===== config.mk =====
export PLATFORM = sky130hd
export DESIGN_NAME = board_judge
export DESIGN_NICKNAME = d
export VERILOG_FILES = /design/src/rtl/board_judge.sv
export SDC_FILE = /design/constraint.sdc
export NUM_CORES = 1
export LEC_CHECK = 0
export ABC_AREA = 1
export CAP_MARGIN = 20
export CORE_MARGIN = 8
export CORE_UTILIZATION = 45
export CTS_CLUSTER_SIZE = 24
export DETAILED_ROUTE_END_ITERATION = 10
export GPL_TIMING_DRIVEN = 0
export MAX_ROUTING_LAYER = met4
export PLACE_DENSITY_LB_ADDON = 0.12
export SLEW_MARGIN = 5
export SYNTH_ARGS = -nofsm -noshare
export SYNTH_HDL_FRONTEND = slang
export SYNTH_SLANG_ARGS = --single-unit
export TNS_END_PERCENT = 100

===== constraint.sdc =====
create_clock -name clk -period 6.15 [get_ports clk]
set_input_delay 1.23 -clock clk [delete_from_list [all_inputs] [get_ports clk]]
set_output_delay 1.23 -clock clk [all_outputs]
set_load 0.02 [all_outputs]

===== src/rtl/board_judge.sv =====
// board_judge -- sequential outcome evaluator for a 3x3 tic-tac-toe board.
//
// On an accepted start it snapshots the packed board. It then walks the eight
// winning lines, one per clock, and publishes winner / winning line / draw /
// error together with a one-cycle done pulse.
//
// Ports:
//   clk        system clock, rising edge
//   rst        synchronous, active-high reset
//   matrix     packed board, cell i at [2i+1:2i]; 00 empty, 01 P1, 10 P2, 11 illegal
//   start      request an evaluation; only honoured while idle
//   busy       scan in progress
//   done       one-cycle pulse, results valid from this cycle
//   winner     00 none, 01 player 1, 10 player 2
//   win_line   index of the first winning line, 0 when there is no winner
//   draw       no winner and no empty cell
//   error      illegal cell present, or both players own a complete line
//   game_over  sticky: set on any result with a winner or a draw
module board_judge (
    input  logic        clk,
    input  logic        rst,
    input  logic [17:0] matrix,
    input  logic        start,
    output logic        busy,
    output logic        done,
    output logic [1:0]  winner,
    output logic [2:0]  win_line,
    output logic        draw,
    output logic        error,
    output logic        game_over
);

    typedef enum logic {IDLE, SCAN} state_t;

    state_t      state, state_n;
    logic [17:0] snap, snap_n;
    logic [2:0]  idx, idx_n;

    // Accumulators for the scan in progress.
    logic [1:0]  acc_win, acc_win_n;
    logic [2:0]  acc_line, acc_line_n;
    logic        acc_err, acc_err_n;

    logic        done_n;
    logic [1:0]  winner_n;
    logic [2:0]  win_line_n;
    logic        draw_n, error_n, game_over_n;

    // Accumulator values after folding in the line at idx.
    logic [1:0]  scan_win;
    logic [2:0]  scan_line;
    logic        scan_err;
    logic [1:0]  owner;
    logic [11:0] cells;
    logic        any_empty, any_illegal;

    function automatic logic [1:0] cell_of(input logic [17:0] m, input logic [3:0] i);
        logic [4:0] base;
        base = {i, 1'b0};
        return m[base +: 2];
    endfunction

    // Cell indices {a, b, c} of each winning line, 4 bits each.
    function automatic logic [11:0] line_cells(input logic [2:0] l);
        logic [11:0] r;
        case (l)
            3'd0:    r = {4'd0, 4'd1, 4'd2};
            3'd1:    r = {4'd3, 4'd4, 4'd5};
            3'd2:    r = {4'd6, 4'd7, 4'd8};
            3'd3:    r = {4'd0, 4'd3, 4'd6};
            3'd4:    r = {4'd1, 4'd4, 4'd7};
            3'd5:    r = {4'd2, 4'd5, 4'd8};
            3'd6:    r = {4'd0, 4'd4, 4'd8};
            default: r = {4'd2, 4'd4, 4'd6};
        endcase
        return r;
    endfunction

    // Owner of the current line. 11 cells never count as a win.
    always_comb begin
        logic [1:0] a, b, c;
        cells = line_cells(idx);
        a = cell_of(snap, cells[11:8]);
        b = cell_of(snap, cells[7:4]);
        c = cell_of(snap, cells[3:0]);
        owner = 2'b00;
        if (a == b && b == c && (a == 2'b01 || a == 2'b10))
            owner = a;
    end

    // Fold the current line into the accumulators. The first win is kept.
    // A later win by the other player flags an error. A later win by the
    // same player changes nothing.
    always_comb begin
        scan_win  = acc_win;
        scan_line = acc_line;
        scan_err  = acc_err;
        if (owner != 2'b00) begin
            if (acc_win == 2'b00) begin
                scan_win  = owner;
                scan_line = idx;
            end else if (owner != acc_win) begin
                scan_err = 1'b1;
            end
        end
    end

    // Whole-board occupancy facts, taken from the snapshot only.
    always_comb begin
        any_empty   = 1'b0;
        any_illegal = 1'b0;
        for (int i = 0; i < 9; i++) begin
            if (cell_of(snap, 4'(i)) == 2'b00) any_empty   = 1'b1;
            if (cell_of(snap, 4'(i)) == 2'b11) any_illegal = 1'b1;
        end
    end

    // Next-state and output logic.
    always_comb begin
        state_n     = state;
        snap_n      = snap;
        idx_n       = idx;
        acc_win_n   = acc_win;
        acc_line_n  = acc_line;
        acc_err_n   = acc_err;
        done_n      = 1'b0;
        winner_n    = winner;
        win_line_n  = win_line;
        draw_n      = draw;
        error_n     = error;
        game_over_n = game_over;

        case (state)
            IDLE: begin
                if (start) begin
                    snap_n     = matrix;
                    idx_n      = 3'd0;
                    acc_win_n  = 2'b00;
                    acc_line_n = 3'd0;
                    acc_err_n  = 1'b0;
                    state_n    = SCAN;
                end
            end
            SCAN: begin
                acc_win_n  = scan_win;
                acc_line_n = scan_line;
                acc_err_n  = scan_err;
                idx_n      = idx + 3'd1;
                if (idx == 3'd7) begin
                    // The last line is published on the same edge it is folded in.
                    state_n     = IDLE;
                    idx_n       = 3'd0;
                    done_n      = 1'b1;
                    winner_n    = scan_win;
                    win_line_n  = scan_line;
                    draw_n      = (scan_win == 2'b00) && !any_empty;
                    error_n     = any_illegal || scan_err;
                    game_over_n = game_over || (scan_win != 2'b00) ||
                                  ((scan_win == 2'b00) && !any_empty);
                end
            end
            default: state_n = IDLE;
        endcase
    end

    always_ff @(posedge clk) begin
        if (rst) begin
            state     <= IDLE;
            snap      <= '0;
            idx       <= '0;
            acc_win   <= '0;
            acc_line  <= '0;
            acc_err   <= 1'b0;
            done      <= 1'b0;
            winner    <= '0;
            win_line  <= '0;
            draw      <= 1'b0;
            error     <= 1'b0;
            game_over <= 1'b0;
        end else begin
            state     <= state_n;
            snap      <= snap_n;
            idx       <= idx_n;
            acc_win   <= acc_win_n;
            acc_line  <= acc_line_n;
            acc_err   <= acc_err_n;
            done      <= done_n;
            winner    <= winner_n;
            win_line  <= win_line_n;
            draw      <= draw_n;
            error     <= error_n;
            game_over <= game_over_n;
        end
    end

    assign busy = (state == SCAN);

endmodule

==> impl_metrics.tcl, run 1 <==
set metrics [dict create \
    place_congestion 0.921 \
    overflow 0 \
    dr.pass1.iters 5 \
    synth_compound_area_share_pct 15.5 \
    worstHoldStart "acc_line[0]" \
    viasPerCell 5.24 \
    synth_top_family_by_area "simple AND/OR/NAND/NOR gates" \
    drive_above_1_share_pct 8.97 \
    maxSlewHeadroom_pct 64.5 \
    status "complete, no violations" \
    crit_fanout 10 \
    synth-seq-area-share_pct 29.5 \
    die_area_mm2 0.00823 \
    drc 0 \
    fin_crit_sh_pct 42.9 \
    initial_core_util_pct 46.2 \
    cp-start-kind "register" \
    syn_avg_cell_area_um2 6.31 \
    finalHoldViolCount 0 \
    cp.arrival_ps 2830 \
    regArea_um2 741 \
    end_kind "register" \
    synth_xor_area_share_pct 0 \
    ir_drop_mv 0.189 \
    cts_buffers 5 \
    multi_input_comb_area_mm2 0.00154 \
    place_area_mm2 0.00289 \
    core.rowCount 27 \
    slew_viol_final 0 \
    grt_max_degree 12 \
    grt_pass1_wl_mm 11.7 \
    syn_area_mm2 0.00251 \
    cts-resized-gates 0 \
    reg2reg_slack_ps 3510 \
    final_area_mm2 0.00301 \
    postCtsSetupBuffers 0 \
    nets 461 \
    synth_adder_area_share_pct 2.99 \
    yosysUniqueCellTypes 32 \
    synth_seq_cells 37 \
    die_h_um 90.7 \
    root_buffer "clkbuf_8" \
    synthSimpleGateAreaFrac_pct 42.7 \
    hold_path_end "acc_line[0]" \
    rr_startpoint "idx[0]" \
    die_w_um 90.7 \
    powerDensity_mw_per_mm2 218 \
    ioPinCount 31 \
    routedWlPerCell_um 13.6 \
    core_area_mm2 0.00544 \
    required_ps 6340 \
    yosys_warnings 0 \
    clock_skew_ps 7.14 \
    finalSetupTns_ps 0 \
    cts_hold_buf 0 \
    reg2reg_depth 18 \
    area_delta_synth_final_pct 19.8 \
    cts_tree "built" \
    drv_cap 0 \
    hp-class "register to register" \
    ant_nets 0 \
    io_buffers 29 \
    crit_type "register to register" \
    rr_endpoint "error" \
    fmax_mhz 379 \
    htree_num_levels 2 \
    grt_pass1_vias 2423 \
    holdWs_ps 465 \
    max-clock-path-buffers 2 \
    tightest_slew_ps 532 \
    clock_latency_ps 280 \
    clk_pin_slew_worst_paths_ps 70 \
    instances_no_fill 507 \
    cts.sinks 37 \
    wl_mm 6.90 \
    n_fill_cell 571 \
    num_vias 2659 \
    p_leak_nw 1.35 \
    synthesis.nets 425 \
    min_path_cells 2 \
    synth.area.mux_share_pct 0 \
    gr-usage-all-layers_pct 17.6 \
    post-place-cells 499 \
    rsz0062_at_grt "no" \
    hpwl_mm 5.31 \
    antenna_found_initial 0 \
    diodes 0 \
    setup_viol 0 \
    syn_inst 398 \
    drt_iter0_drc 198 \
    period_needed_ps 2640 \
]
[synth_stat cells]
cell type	instances	area share, %
a211oi_2	1	0.50
nand2_4	7	3.1
nand3_2	3	1.2
a21oi_1	26	5.2
o21ai_1	2	0.40
o21ai_0	25	5.0
a211oi_1	1	0.30
nand3b_1	1	0.30
nor2_2	4	1.0
clkbuf_1	6	0.90
inv_1	44	6.6
nand4_1	2	0.50
o21ai_2	4	1.4
nand2_2	3	0.75
dfxtp_1	37	29
inv_4	1	0.25
nand3_4	1	0.70
a21oi_2	1	0.35
buf_2	2	0.40
ha_1	6	3.0
a221oi_1	2	0.70
nand2_1	132	20
o31ai_1	1	0.30
nor4_1	1	0.25
buf_4	1	0.30
buf_6	2	0.90
o221ai_1	3	1.0
a2111oi_0	1	0.35
nor2_4	2	0.90
nand3_1	58	12
nor3_1	1	0.20
nor2_1	17	2.5
[final cells by class]
class                      count  area share [%]
timing repair buffer          29            9.65
buffer                        11            2.08
sequential                    37            24.6
multi-input combinational    305            51.1
clock buffer                   7            2.87
clock inverter                 1           0.998
tap                           72            2.99
inverter                      45            5.70
[cell families after synthesis]
kind of cell | Yosys count
simple gates | 232
compound gates | 67
buf+inv | 56
flops | 37
fa+ha+maj | 6
[report_power, final]
group          internal, mW  switching, mW  leakage (nW)  total [mW]
Sequential            0.250        0.00789         0.303       0.258
Clock                 0.132         0.0833        0.0585       0.216
Combinational        0.0635          0.119         0.988       0.183
[metal layers]
metal | vias up | GRT usage, % | wire length (µm)
li1 | 1371 | - | -
met1 | 1170 | 24.3 | 3500
met2 | 108 | 24.4 | 2840
met3 | 10 | 3.16 | 421
met4 | 0 | 6.80 | 139
met5 | - | - | 0
[how the worst max path moves through the flow]
stage,startpoint,slack (ps),end,cells past startpoint
after global placement,rst,3380,draw,6
after detailed placement,rst,3400,draw,6
after global routing,idx[0],3180,error,18
after CTS,idx[0],3510,error,18
after floorplan,rst,3790,draw,6
final,idx[0],3510,error,18
[sequential cells by signal, indices dropped and copies added, names as in the netlist, 2 cells and up]
name and flops:
acc_win 2, snap 18, acc_line 3, idx 3, winner 2, win_line 3
[worst max-delay path, cell delays in order, from the launching register on]
cell and delay, ps:
dfxtp_1 410, inv_1 120, ha_1 260, o21ai_2 470, nand2_4 150, nand2_1 120, nand2_1 60, nand2_1 50
nand2_1 50, nand3_1 60, nand2_1 140, nand3_4 160, nand2_1 100, nand2_1 70, nand2_1 50, nand2_1 80
nand3_1 80, nand2_1 70, inv_1 40
[placed cells by master, fill, tap and decap left out, types with 3 or more instances in the layout]
| cell | instances |
|---|---|
| ha_1 | 6 |
| clkdlybuf4s50_1 | 29 |
| o21ai_0 | 25 |
| o221ai_1 | 3 |
| nand2_2 | 3 |
| nand3_1 | 58 |
| nand2_1 | 132 |
| clkbuf_1 | 7 |
| nor2_1 | 17 |
| a21oi_1 | 26 |
| inv_1 | 44 |
| dfxtp_1 | 37 |
| clkbuf_8 | 6 |
| nand2_4 | 7 |
| nand3_2 | 3 |
| o21ai_2 | 4 |
| nor2_2 | 4 |
[stage by stage]
step	utilization (%)	power (mW)	setup slack (ps)
final	55.3	0.656	3510
after global routing	55.3	0.695	3180
after CTS	55.3	0.658	3510
after floorplan	-	0.395	3790
after detailed placement	53.2	0.443	3400
after global placement	53.2	0.442	3380
No activity file was read; power rests on OpenSTA's default activity.
==> run 2: changes to the inputs <==
clock period = 2.4 ns   (was 6.15 ns; I/O delays follow)
==> impl_metrics.tcl, run 2 (synthesized netlist as in run 1, its figures left out) <==
set metrics [dict create \
    crit_fanout 6 \
    cts_hold_buf 0 \
    crit_type "register to register" \
    pre_cts_slack_ps -212 \
    core.rowCount 27 \
    powerDensity_mw_per_mm2 534 \
    wl_mm 7.47 \
    place_area_mm2 0.00289 \
    die_w_um 90.7 \
    routedWlPerCell_um 14.5 \
    layout_commonest_cell "nand2_1" \
    diodes 0 \
    top_register "snap" \
    p_total_mw 1.78 \
    required_ps 2620 \
    ir_drop_mv 0.491 \
    holdWs_ps 464 \
    htree_num_levels 2 \
    final_area_mm2 0.00333 \
    overflow 0 \
    maxSlewHeadroom_pct 66.3 \
    fmax_mhz 432 \
    cts.sinks 37 \
    drc 0 \
    hpwl_mm 5.31 \
    grt_pass1_wl_mm 11.8 \
    initial_core_util_pct 46.2 \
    cts_tree "built" \
    fin_ws_ps 83.5 \
    num_vias 2729 \
    area_delta_synth_final_pct 32.7 \
    gr-usage-all-layers_pct 17.8 \
    p_leak_nw 1.43 \
    nets 470 \
    clk_pin_slew_worst_paths_ps 70 \
    die_h_um 90.7 \
    post-place-cells 499 \
    clock_latency_ps 290 \
    io_buffers 29 \
    clock_skew_ps 8.71 \
    fin_util_pct 61.3 \
    drt_iter0_drc 204 \
    critPathLaunch "idx[0]" \
    slew_viol_final 0 \
    cts_buffers 5 \
    antenna_found_initial 0 \
    ant_nets 0 \
    period_needed_ps 2320 \
    grt_pass1_vias 2438 \
    max-clock-path-buffers 2 \
    grt_max_degree 12 \
    finalSetupTns_ps 0 \
    drive_above_1_share_pct 19.6 \
    end_kind "register" \
    rr_startpoint "idx[0]" \
    cp.arrival_ps 2540 \
    worstHoldStart "acc_line[0]" \
    instances_no_fill 516 \
    core_area_mm2 0.00544 \
    drv_cap 0 \
    mostFrequentLayoutCells "nand2_1 (112), nand3_1 (52), inv_1 (42)" \
    dr.pass1.iters 5 \
    reg2reg_depth 18 \
    viasPerCell 5.29 \
    min_path_cells 2 \
    ioPinCount 31 \
    tightest_slew_ps 492 \
    status "complete, no violations" \
    setup_viol 0 \
    place_congestion 0.921 \
    finalHoldViolCount 0 \
    hp-class "register to register" \
    cp-start-kind "register" \
    die_area_mm2 0.00823 \
    fin_crit_sh_pct 96.5 \
    largest_reg_flops 18 \
    root_buffer "clkbuf_8" \
    rsz0062_at_grt "yes" \
]
[run 2: cell count changes in the layout (fill, tap and decap cells not counted), sizes merged]
cell / before / now
buf: 5 / 11
clkbuf: 13 / 14
nand2: 142 / 144
[run 2: worst paths after layout]
path,endpoint,slack (ps)
min,acc_line[0],460
max reg2reg,acc_line[1],80
max,acc_line[1],80
min reg2reg,acc_line[0],460
[run 2: power breakdown]
part	internal [mW]	switching [mW]
Combinational	0.213	0.349
Clock	0.339	0.214
Sequential	0.641	0.0239
Total	1.19	0.587
[run 2: metal layers]
layer  share of wire [%]  up-vias  track usage, %
li1                    -     1397               -
met1                  50     1223            24.5
met2                  43       95            25.3
met3                 4.5       14            3.16
met4                 2.8        0            6.10
met5                   0        -               -
[run 2: timing repair]
action | 4_1_cts | 5_1_grt
pin swaps | 1 | 15
gates resized for setup | 10 | 50
buffers inserted | 1 | 5
gates cloned | 0 | 3
setup endpoints to repair | 14 | 14
[run 2: area by class of cell]
class | instances | area [µm²]
fillers | 533 | 2110
multi-input cells | 307 | 1760
flip-flops and latches | 37 | 748
repair buffers | 36 | 373
inverters | 45 | 179
well taps | 72 | 90.1
clock buffers | 7 | 86.3
plain buffers | 11 | 68.8
clock inverters | 1 | 30.0
[run 2: critical path, cell delays in order, from the launching register on]
cell	delay, ps
dfxtp_4	420
inv_6	60
ha_4	180
o21ai_4	250
buf_12	180
nand2_8	70
nand2_2	70
nand3_1	70
nand2_1	80
nand2_1	50
nand2_1	60
nand2_2	80
nor2_4	160
nand2_4	100
nand2_4	100
nand2_1	70
o21ai_2	70
nand2_1	80
a21oi_2	100
==> run 3: changes to the inputs <==
SKIP_LAST_GASP = 1   (was unset)
==> results of run 3 <==
Same layout as run 2: the final DEF is identical, and so are final timing and power.
Main changes from that run: number of gates resized after CTS 10 -> 8
